## config.mk

```make
export PLATFORM = sky130hd
export DESIGN_NAME = ffra_sched
export DESIGN_NICKNAME = d
export VERILOG_FILES = /design/src/rtl/ffra_sched_pkg.sv /design/src/rtl/ffra_sched_ffra.sv /design/src/rtl/ffra_sched.sv
export SDC_FILE = /design/constraint.sdc
export NUM_CORES = 1
export LEC_CHECK = 0
export BUFFER_PORTS_ARGS = -buffer_cell sky130_fd_sc_hd__buf_2
export CORE_ASPECT_RATIO = 0.6
export CORE_UTILIZATION = 49
export DETAILED_ROUTE_END_ITERATION = 8
export PLACE_DENSITY_LB_ADDON = 0.1
export SYNTH_ARGS = -nofsm -noshare
export SYNTH_HDL_FRONTEND = slang
export SYNTH_HIERARCHICAL = 1
export SYNTH_SLANG_ARGS = --single-unit
```

## constraint.sdc

```tcl
create_clock -name clk -period 5.75 [get_ports clk]
set_clock_uncertainty 0.2 [all_clocks]
set_input_delay 0.575 -clock clk [delete_from_list [all_inputs] [get_ports clk]]
set_output_delay 0.575 -clock clk [all_outputs]
set_load 0.02 [all_outputs]
```

## src/rtl/ffra_sched_pkg.sv

```systemverilog
// Shared widths, requester id and pipeline record types for the two-requester
// multiply-add scheduler.
package ffra_sched_pkg;

  localparam int LAT_MAX = 4;
  localparam int A_W     = 8;
  localparam int B_W     = 8;
  localparam int C_W     = 16;

  typedef logic id_t;

  typedef struct packed {
    logic valid;
    id_t  id;
  } tag_t;

  typedef struct packed {
    logic [A_W-1:0] a;
    logic [B_W-1:0] b;
    logic [C_W-1:0] ci;
  } opnd_t;

endpackage

```

## src/rtl/ffra_sched_ffra.sv

```systemverilog
// Registered multiply-add datapath: o = (a*b + ci) mod 2^16, valid LAT rising
// edges after a/b/ci are presented.
module ffra
  import ffra_sched_pkg::*;
#(
  parameter int LAT = 1
) (
  input  logic           clk,
  input  logic           rst,
  input  logic [A_W-1:0] a,
  input  logic [B_W-1:0] b,
  input  logic [C_W-1:0] ci,
  output logic [C_W-1:0] o
);

  logic [C_W-1:0] sum_d;
  logic [C_W-1:0] pipe_q [LAT];

  // Zero-extend so the product is a full 16-bit unsigned value; the add's carry drops.
  assign sum_d = ({{(C_W-A_W){1'b0}}, a} * {{(C_W-B_W){1'b0}}, b}) + ci;

  always_ff @(posedge clk or posedge rst) begin
    if (rst) begin
      for (int k = 0; k < LAT; k++) pipe_q[k] <= '0;
    end else begin
      pipe_q[0] <= sum_d;
      // NOTE: non-blocking assignments make every stage read last cycle's value, so loop order is irrelevant.
      for (int k = 1; k < LAT; k++) pipe_q[k] <= pipe_q[k-1];
    end
  end

  assign o = pipe_q[LAT-1];

endmodule

```

## src/rtl/ffra_sched.sv

```systemverilog
// Two requesters share one multiply-add datapath; round-robin issue, one
// outstanding operation per requester, per-requester result slots.
module ffra_sched
  import ffra_sched_pkg::*;
#(
  parameter int LAT = 1
) (
  input  logic           clk,
  input  logic           rst,
  input  logic           req0_valid,
  output logic           req0_ready,
  input  logic [A_W-1:0] req0_a,
  input  logic [B_W-1:0] req0_b,
  input  logic [C_W-1:0] req0_ci,
  input  logic           req1_valid,
  output logic           req1_ready,
  input  logic [A_W-1:0] req1_a,
  input  logic [B_W-1:0] req1_b,
  input  logic [C_W-1:0] req1_ci,
  output logic           rsp0_valid,
  input  logic           rsp0_ready,
  output logic [C_W-1:0] rsp0_o,
  output logic           rsp1_valid,
  input  logic           rsp1_ready,
  output logic [C_W-1:0] rsp1_o,
  output logic           busy,
  output logic [15:0]    done_cnt
);

  logic [1:0]     elig;
  logic [1:0]     gnt;
  logic [1:0]     rsp_hs;
  logic [1:0]     pend_q;
  logic [1:0]     slot_vld_q;
  logic           last_q;
  tag_t           iss_q;
  opnd_t          opnd_q;
  tag_t           tag_q [LAT];
  tag_t           tag_out;
  logic [C_W-1:0] slot_q [2];
  logic [C_W-1:0] dp_o;
  logic [15:0]    cnt_q;

  assign elig = {req1_valid & ~pend_q[1], req0_valid & ~pend_q[0]};

  always_comb begin
    gnt = 2'b00;
    // NOTE: gated by rst because pend_q alone would still let a valid requester see ready during reset.
    if (!rst) begin
      if (elig == 2'b11) gnt = last_q ? 2'b01 : 2'b10;
      else               gnt = elig;
    end
  end

  assign req0_ready = gnt[0];
  assign req1_ready = gnt[1];
  assign rsp_hs     = slot_vld_q & {rsp1_ready, rsp0_ready};

  ffra #(.LAT(LAT)) u_ffra (
    .clk (clk),
    .rst (rst),
    .a   (opnd_q.a),
    .b   (opnd_q.b),
    .ci  (opnd_q.ci),
    .o   (dp_o)
  );

  // The tag leaving the last stage lines up with the datapath result.
  assign tag_out = tag_q[LAT-1];

  always_ff @(posedge clk or posedge rst) begin
    if (rst) begin
      pend_q     <= '0;
      last_q     <= 1'b1;
      iss_q      <= '0;
      opnd_q     <= '0;
      for (int k = 0; k < LAT; k++) tag_q[k] <= '0;
      slot_vld_q <= '0;
      slot_q[0]  <= '0;
      slot_q[1]  <= '0;
      cnt_q      <= '0;
    end else begin
      pend_q <= (pend_q & ~rsp_hs) | gnt;
      if (|gnt) begin
        last_q <= gnt[1];
        if (gnt[1]) opnd_q <= '{a: req1_a, b: req1_b, ci: req1_ci};
        else        opnd_q <= '{a: req0_a, b: req0_b, ci: req0_ci};
      end
      iss_q    <= '{valid: |gnt, id: gnt[1]};
      tag_q[0] <= iss_q;
      for (int k = 1; k < LAT; k++) tag_q[k] <= tag_q[k-1];
      slot_vld_q <= slot_vld_q & ~rsp_hs;
      if (tag_out.valid) begin
        slot_vld_q[tag_out.id] <= 1'b1;
        slot_q[tag_out.id]     <= dp_o;
      end
      cnt_q <= cnt_q + 16'(rsp_hs[0]) + 16'(rsp_hs[1]);
    end
  end

  assign rsp0_valid = slot_vld_q[0];
  assign rsp1_valid = slot_vld_q[1];
  assign rsp0_o     = slot_q[0];
  assign rsp1_o     = slot_q[1];
  assign busy       = |pend_q;
  assign done_cnt   = cnt_q;

endmodule

```

==> flow_summary_export.csv, run 1 <==
group,metric,value,unit
worst_setup_path,worstSetupPathType,"flop to flop",
job,drv_cap,0,
clocking,cts_hold_buf,0,
synthesis,syn-num-nets,796,
sta,tightest_slew,1.125,ns
worst_setup_path,critPathCaptureType,"flop",
detailed_routing,drtIter0Drc,264,
synthesis,ys_ff_latch,105,
worst_setup_path,worst_r2r_path_depth,13,
synthesis,synth_top_area_cell,"dfrtp_1",
final_layout,syn_to_final_growth,15.01,%
synthesis,synth_area,6950,µm²
worst_setup_path,worst_ep_required_time,5.82,ns
worst_setup_path,crit_start,"opnd_q[29]",
placement,dp.cells,929,
sta,finalWorstSetupSlack,1.192,ns
placement,place_area,7679,µm²
global_route,grt_pass1_wl,25.57,mm
sta,min_period_over_period,79.27,%
clocking,cts_sinks,105,
final_layout,final_nets,905,
sta,finalSetupTns,0,ns
die,initial_utilization,50.55,%
clocking,htree_levels,3,
placement,gp_congestion,0.8796,
synthesis,ys_top_cells_by_area,"dfrtp_1 37%, fa_1 15%, ha_1 6.5%",
placement,place_ws,1.220,ns
final_layout,design_area,7994,µm²
detailed_routing,remaining_drc_errors,0,
clocking,cts_root_buf,"clkbuf_16",
final_layout,fillers,1195,
die,fp.dieW,155.8,µm
clocking,clk_latency,0.35,ns
clocking,postCtsSetupRepairBufs,0,
detailed_routing,routed-via-count,5007,
clocking,ctsResizeCount,0,
sta,finalSetupViolCount,0,
worst_hold_path,hold_class,"flop to flop",
detailed_routing,wire_per_inst,16.59,µm
die,coreArea,13750,µm²
worst_setup_path,setup.worst_path.start_class,"flop",
detailed_routing,viasPerCell,5.298,
synthesis,synth_cells,639,
sta,timing.fmax,0.2194,GHz
synthesis,synth_top_area_share,37.44,%
synthesis,syn_area_per_cell,10.88,µm²
final_layout,antennaDiodeCount,0,
global_route,grt.overflow.total,0,
synthesis,synth_cell_types,57,
clocking,clock_path_buffers,2,
worst_setup_path,worst-path-max-fanout,9,
global_route,grt_pass1_vias,4966,
final_layout,fin_cells,945,
die,die_y,94.26,µm
sta,maxSlewViolCount,0,
detailed_routing,antenna_left,0,
placement,numPortBuffers,122,
synthesis,yosysSeqAreaShare,37.82,%
placement,dp_hpwl,12.13,mm
global_route,antenna_found_initial,0,
worst_setup_path,crit_end,"u_ffra/o[15]",
global_route,grt_usage,22.74,%
final_layout,drive_gt1_share,25.50,%
detailed_routing,dr.pass1.iters,4,
sta,final_hold_viol_count,0,
sta,max_slew_margin,25.02,%
clocking,cts_made_buffers,9,
clocking,cts_tree,"done",
die,rows,33,
synthesis,yosys_most_used_dff,"dfrtp_1",
worst_setup_path,r2r_slack,1.19,ns
global_route,grt_start_max_net_pins,90,
worst_setup_path,worstReg2RegStart,"opnd_q[29]",
die,die_area,14680,µm²
detailed_routing,drt_wl_total,15.67,mm
worst_setup_path,r2r-end,"u_ffra/o[15]",
synthesis,synth-edff-count,0,
die,num_io_pins,123,
worst_setup_path,cp.arrival,4.63,ns
sta,rsz0062_at_grt,"false",
clocking,clk_pin_slew,0.08,ns
sta,min_period,4.558,ns
status,status,"finished clean",
synthesis,ys.warnings.count,6,
synthesis,synth-async-reset-ratio,100.0,%
-- area by class of cell --
cell class,count,area (µm²),area share (%)
tap,192,240.2,3.005
clock inverter,6,76.32,0.9548
clock buffer,10,239.0,2.990
sequential,105,2629,32.88
timing repair buffer,124,625.6,7.826
inverter,108,406.6,5.087
multi-input combinational,400,3777,47.25
-- flip-flops by register name (all words and copies together), names as in the netlist, 2 cells and up --
signal and flops:
rsp1_o 16, rsp0_o 16, done_cnt 16, slot_vld_q 2, tag_out 2, u_ffra/o 16
iss_q 2, pend_q 2, opnd_q 32
-- Yosys cell counts, drive strengths merged, types with 4 or more instances --
library cell / instances
a21oi: 11
a221o: 18
a221oi: 14
a2bb2oi: 14
and2: 34
and3: 18
and4bb: 7
buf: 11
clkbuf: 15
dfrtp: 104
fa: 51
ha: 36
inv: 108
mux2: 32
nand2: 44
nand2b: 5
nand3: 9
nand4: 4
nor2: 13
nor3: 6
nor4: 5
nor4bb: 7
o21ai: 19
xnor2: 12
xor2: 11
-- metrics by stage --
step / utilization, % / hold WS, ns
floorplan: - / 0.1312
global placement: 55.85 / 0.1356
detailed placement: 55.85 / 0.1372
CTS: 58.14 / 0.1573
global route: 58.14 / 0.1648
finish: 58.14 / 0.1545
-- worst max-delay path: stages, from the launching register on --
cell and delay (ns):
dfrtp_1 0.52, and2_1 0.23, fa_1 0.46, fa_1 0.52, fa_1 0.55, inv_1 0.06, fa_1 0.53, inv_1 0.04
ha_1 0.40, a21oi_1 0.24, nor2_1 0.10, nor4b_1 0.28, a31o_1 0.21, xnor2_1 0.13
-- worst min path at each step --
stage,end,depth (start not counted),startpoint
2_1_floorplan,tag_out[0],0,iss_q[0]
3_3_place_gp,tag_out[0],0,iss_q[0]
3_5_place_dp,tag_out[1],0,iss_q[1]
4_1_cts,tag_out[0],0,iss_q[0]
5_1_grt,tag_out[1],0,iss_q[1]
6_report,tag_out[0],0,iss_q[0]
-- logic make-up after synthesis --
kind of cell	after synthesis	share of synthesized area (%)
flip-flops	105	37.82
multiplexers	32	5.185
buffers and inverters	134	7.831
AND/OR/NAND/NOR	164	14.11
AO/OA/AOI/OAI	94	10.98
XOR/XNOR	23	2.898
adder cells (fa/ha/maj)	87	21.17
-- cells in the final DEF (no fill, tap or decap), drive strengths merged, types with 3 or more instances in the layout --
cell type  instances
buf              124
inv              108
dfrtp            104
fa                51
nand2             44
ha                36
and2              34
mux2              32
o21ai             19
and3              18
a221o             18
a221oi            14
a2bb2oi           14
nor2              13
xnor2             12
xor2              11
a21oi             11
clkbuf            10
nand3              9
nor4bb             7
and4bb             7
nor3               6
nor4               5
nand2b             5
nand4              4
clkinv             4
o22ai              3
o21a               3
-- layer usage --
metal | share of wire, % | GRT usage [%]
met1 | 51 | 35.46
met2 | 43 | 31.61
met3 | 5.0 | 5.074
met4 | 0.87 | 5.310
met5 | 0 | 0
Power of run 1 is left out: the tool's default activity adds up to more than one toggle a clock period on the data nets, which glitch-free logic cannot reach.
==> run 2, diff against run 1 <==
==> constraint.sdc (replaced) <==
create_clock -name clk -period 4.6 [get_ports clk]
set_clock_uncertainty 0.2 [all_clocks]
set_input_delay 0.46 -clock clk [delete_from_list [all_inputs] [get_ports clk]]
set_output_delay 0.46 -clock clk [all_outputs]
set_load 0.02 [all_outputs]
==> run 2 against run 1 <==
Compared with the run above: design area grew 0.36%; core utilization is 0.21 points higher; register-to-register slack lost 0.99 ns; via count is 0.60% higher; hold slack got worse by 0.057 ns; first-iteration DRC count up 22%; count of clock-buffer cells in the layout fell by 1; global-route usage decreased by 0.61 points; sequential share of layout area hardly changed; highest routed layer unchanged.
==> flow_summary_export.csv, run 2 (synthesis results as in run 1) <==
group,metric,value,unit
status,status,"finished clean",
global_route,grt_pass1_vias,4802,
final_layout,regMostFlops,"opnd_q",
die,die_area,14680,µm²
detailed_routing,drtIter0Drc,321,
detailed_routing,antenna_left,0,
detailed_routing,routed-via-count,5037,
placement,dp_hpwl,12.07,mm
worst_setup_path,worst_ep_required_time,4.62,ns
sta,maxSlewViolCount,0,
clocking,clock_path_buffers,2,
worst_setup_path,cpPeakStageDelay,0.56,ns
final_layout,final_nets,908,
worst_setup_path,worstSetupPathType,"flop to flop",
worst_setup_path,critPathCaptureType,"flop",
clocking,postCtsSetupRepairBufs,0,
detailed_routing,drt_wl_total,15.36,mm
die,num_io_pins,123,
die,coreArea,13750,µm²
sta,finalSetupViolCount,0,
worst_hold_path,hold_class,"primary input to flop",
final_layout,final-seq-area,2641,µm²
placement,dp.cells,932,
sta,max_slew_margin,25.97,%
die,die_y,94.26,µm
final_layout,antennaDiodeCount,0,
final_layout,layout_common_cells,"122 x buf_2, 107 x inv_1, 94 x dfrtp_1",
final_layout,final_util,58.35,%
final_layout,largest_reg_flops,32,
sta,final_hold_viol_count,0,
die,rows,33,
clocking,cts_sinks,105,
global_route,grt_pass1_wl,24.78,mm
final_layout,multi_input_area,3791,µm²
detailed_routing,wire_per_inst,16.20,µm
worst_setup_path,worst-path-max-fanout,9,
worst_setup_path,slowest_stage,"fa_1",
sta,min_period,4.394,ns
global_route,grt_start_max_net_pins,52,
detailed_routing,viasPerCell,5.313,
worst_setup_path,critical_path_buf_inv_count,3,
detailed_routing,remaining_drc_errors,0,
sta,min_period_over_period,95.53,%
final_layout,design_area,8023,µm²
placement,numPortBuffers,122,
clocking,cts_root_buf,"clkbuf_16",
die,initial_utilization,50.55,%
final_layout,drive_gt1_share,27.65,%
clocking,clk_pin_slew,0.08,ns
sta,tightest_slew,1.107,ns
clocking,htree_levels,3,
job,drv_cap,0,
final_layout,fin_cells,948,
worst_setup_path,cp_top_family,"adder cells",
sta,rsz0062_at_grt,"false",
sta,finalSetupTns,0,ns
final_layout,fillers,1156,
worst_setup_path,setup.worst_path.start_class,"flop",
placement,place_area,7701,µm²
placement,gp_congestion,0.8746,
worst_setup_path,cp.arrival,4.42,ns
global_route,antenna_found_initial,0,
global_route,grt_usage,22.14,%
worst_setup_path,crit_chain,"nand2_1, fa_1, fa_1, inv_1, fa_1, inv_1, fa_1, inv_1, ha_1, o21a_1, o31a_4, o2111ai_1, a31o_1, xnor2_1",
die,fp.dieW,155.8,µm
worst_setup_path,cp_common_cell,"fa_1",
sta,timing.fmax,0.2276,GHz
final_layout,layout_commonest_cell,"buf_2",
clocking,clk_latency,0.35,ns
clocking,cts_made_buffers,9,
clocking,cts_tree,"done",
final_layout,syn_to_final_growth,15.43,%
detailed_routing,dr.pass1.iters,4,
global_route,grt.overflow.total,0,
-- run 2: path summary, 6_finish.rpt --
path                       depth (start not counted)        from  slack, ns             to
max in group asynchronous                          3         rst       2.83      rsp0_o[8]
max                                               14  opnd_q[26]       0.21   u_ffra/o[15]
min in group asynchronous                          2         rst       0.28    u_ffra/o[0]
min                                                2  rsp1_ready        0.1  slot_vld_q[1]
max reg2reg                                       14  opnd_q[26]       0.21   u_ffra/o[15]
min reg2reg                                        0    iss_q[0]       0.15     tag_out[0]
-- run 2: final cells by class --
class	count	area share, %
clock buffers	9	2.807
clock inverters	7	0.8734
inverters	108	5.069
multi-input cells	400	47.26
flip-flops and latches	105	32.92
well taps	192	2.994
repair buffers	127	8.079
-- run 2: timing repair --
action / 4_1_cts / 5_1_grt
gates resized for setup: 0 / 14
hold buffers: 0 / 0
endpoints found under the setup margin: 0 / 5
-- run 2: per-layer routing --
metal,global-route usage [%],vias to the layer above,wire [µm]
met5,0,-,0
met4,4.003,0,98
met3,4.290,9,742
met2,30.27,125,6550
met1,35.77,2520,7967
li1,-,2383,-
-- run 2: per-stage QoR --
| stage | setup slack, ns | hold slack [ns] |
|---|---|---|
| final | 0.2058 | 0.09740 |
| after global routing | 0.005443 | 0.07618 |
| after CTS | 0.08962 | 0.08612 |
| after detailed placement | 0.1030 | 0.1347 |
| after global placement | 0.2028 | 0.1353 |
| after floorplan | 0.4010 | 0.1312 |
-- run 2: worst reg2reg max path, cell delays in order, from the launching register on --
cell and delay [ns]:
dfrtp_1 0.53, nand2_1 0.12, fa_1 0.47, fa_1 0.56, inv_1 0.06, fa_1 0.53, inv_1 0.06, fa_1 0.52
inv_1 0.04, ha_1 0.34, o21a_1 0.16, o31a_4 0.18, o2111ai_1 0.13, a31o_1 0.25, xnor2_1 0.12
Power of run 2 is left out for the same reason.
==> run 3, diff against run 2 <==
--- a/config.mk
+++ b/config.mk
@@ -10,6 +10,7 @@
 export CORE_UTILIZATION = 49
 export DETAILED_ROUTE_END_ITERATION = 8
 export PLACE_DENSITY_LB_ADDON = 0.1
+export RECOVER_POWER = 50
 export SYNTH_ARGS = -nofsm -noshare
 export SYNTH_HDL_FRONTEND = slang
 export SYNTH_HIERARCHICAL = 1
==> run 3 against run 2 <==
Compared with the run above: the flow now finishes with violations (capacitance limit, slew limit); via count increased by 0.58%; critical path depth unchanged; global-route usage unchanged; sequential share of layout area increased by 0.29 points; critical path type unchanged; critical endpoint unchanged.
==> flow_summary_export.csv, run 3 (synthesis results as in run 1) <==
group,metric,value,unit
worst_hold_path,hold_path_depth,2,
die,die_y,94.26,µm
final_layout,design_area,7953,µm²
clocking,htree_levels,3,
worst_setup_path,setup.worst_path.start_class,"flop",
worst_setup_path,worst_ep_required_time,4.62,ns
worst_hold_path,hold_end,"slot_vld_q[1]",
sta,min_period,4.379,ns
final_layout,layout_common_cells,"107 x inv_1, 94 x dfrtp_1, 71 x buf_2",
die,die_area,14680,µm²
job,drv_cap,1,
worst_setup_path,r2r_slack,0.22,ns
final_layout,final_nets,908,
sta,finalSetupTns,0,ns
global_route,grt_pass1_vias,4802,
worst_setup_path,slowest_stage,"fa_1",
final_layout,largest_reg_flops,32,
detailed_routing,wire_per_inst,16.22,µm
status,violations,"capacitance limit, slew limit",
sta,maxSlewViolCount,52,
worst_setup_path,critPathCaptureType,"flop",
worst_setup_path,worst_r2r_path_depth,14,
final_layout,layout_commonest_cell,"inv_1",
worst_setup_path,r2r-end,"u_ffra/o[15]",
worst_hold_path,worstHoldStart,"rsp1_ready",
clocking,cts_hold_buf,0,
die,rows,33,
sta,min_period_over_period,95.19,%
global_route,grt_usage,22.14,%
worst_setup_path,cp.arrival,4.40,ns
detailed_routing,antenna_left,0,
clocking,clk_latency,0.35,ns
sta,rsz0062_at_grt,"false",
detailed_routing,dr.pass1.iters,4,
worst_setup_path,worstReg2RegStart,"opnd_q[26]",
clocking,cts_made_buffers,9,
global_route,grt.overflow.total,0,
sta,max_slew_margin,-50.63,%
global_route,met2_usage,30.27,%
placement,place_area,7701,µm²
status,status,"finished with violations",
die,coreArea,13750,µm²
clocking,ctsResizeCount,0,
die,fp.dieW,155.8,µm
placement,dp_hpwl,12.07,mm
worst_setup_path,cpPeakStageDelay,0.56,ns
global_route,grt_pass1_wl,24.78,mm
sta,tightest_slew,2.247,ns
die,initial_utilization,50.55,%
die,num_io_pins,123,
global_route,antenna_found_initial,0,
global_route,busiest_layer,"met1",
placement,numPortBuffers,122,
clocking,clk_pin_slew,0.08,ns
clocking,clock_path_buffers,2,
clocking,cts_sinks,105,
detailed_routing,drt_wl_total,15.38,mm
sta,final_hold_viol_count,0,
detailed_routing,viasPerCell,5.344,
final_layout,antennaDiodeCount,0,
sta,finalSetupViolCount,0,
final_layout,syn_to_final_growth,14.42,%
worst_setup_path,worstSetupPathType,"flop to flop",
placement,gp_congestion,0.8746,
worst_setup_path,crit_chain,"nand2_1, fa_1, fa_1, inv_1, fa_1, inv_1, fa_1, inv_1, ha_1, o21a_1, o31a_4, o2111ai_1, a31o_1, xnor2_1",
detailed_routing,drtIter0Drc,306,
worst_setup_path,cp_common_cell,"fa_1",
global_route,gr-usage-met1,35.77,%
detailed_routing,remaining_drc_errors,0,
sta,timing.fmax,0.2284,GHz
global_route,grt_start_max_net_pins,52,
final_layout,drive_gt1_share,20.63,%
global_route,grt_use_met3,4.290,%
clocking,cts_root_buf,"clkbuf_16",
sta,hold_ws,0.09776,ns
clocking,cts_tree,"done",
final_layout,fillers,1182,
detailed_routing,routed-via-count,5066,
worst_setup_path,worst-path-max-fanout,9,
worst_hold_path,hold_class,"primary input to flop",
placement,place_ws,0.1030,ns
sta,finalWorstSetupSlack,0.2210,ns
final_layout,regMostFlops,"opnd_q",
clocking,postCtsSetupRepairBufs,0,
==> run 3: worst max-delay path: cells and delay by family (launching register included) <==
family / cells / cell delay, ns
and+or+nand+nor: 1 / 0.11
xor gates and xnor gates: 1 / 0.12
AOI/OAI and AO/OA: 4 / 0.71
buffers and inverters: 3 / 0.16
DFF: 1 / 0.52
adders and majority gates: 5 / 2.43
==> run 3: worst max-delay path by stage <==
stage          startpoint            to  slack, ns  cells past startpoint
5_1_grt        opnd_q[28]  u_ffra/o[15]      0.005                     14
3_3_place_gp   opnd_q[29]  u_ffra/o[15]       0.20                     13
6_report       opnd_q[26]  u_ffra/o[15]       0.22                     14
2_1_floorplan  opnd_q[23]  u_ffra/o[15]       0.40                     13
3_5_place_dp   opnd_q[23]  u_ffra/o[15]       0.10                     13
4_1_cts        opnd_q[23]  u_ffra/o[15]       0.09                     13
==> run 3: cell type report <==
| cell class | count | area [µm²] | share of cell area [%] |
|---|---|---|---|
| multi-input combinational | 400 | 3789 | 47.64 |
| timing repair buffer | 127 | 580.6 | 7.300 |
| sequential | 105 | 2641 | 33.21 |
| inverter | 108 | 406.6 | 5.113 |
| clock inverter | 7 | 70.07 | 0.8811 |
| tap | 192 | 240.2 | 3.021 |
| clock buffer | 9 | 225.2 | 2.832 |
==> run 3: through the flow <==
stage | utilization (%) | std cells
floorplan | - | 639
global placement | 56.01 | 932
detailed placement | 56.01 | 932
CTS | 58.16 | 948
global route | 57.84 | 948
finish | 57.84 | 948
==> run 3: per-layer routing <==
metal / vias up / part of all wire (%)
li1: 2386 / -
met5: - / 0
met4: 0 / 0.64
met2: 128 / 43
met1: 2543 / 52
met3: 9 / 4.4
Power of run 3 is left out for the same reason.
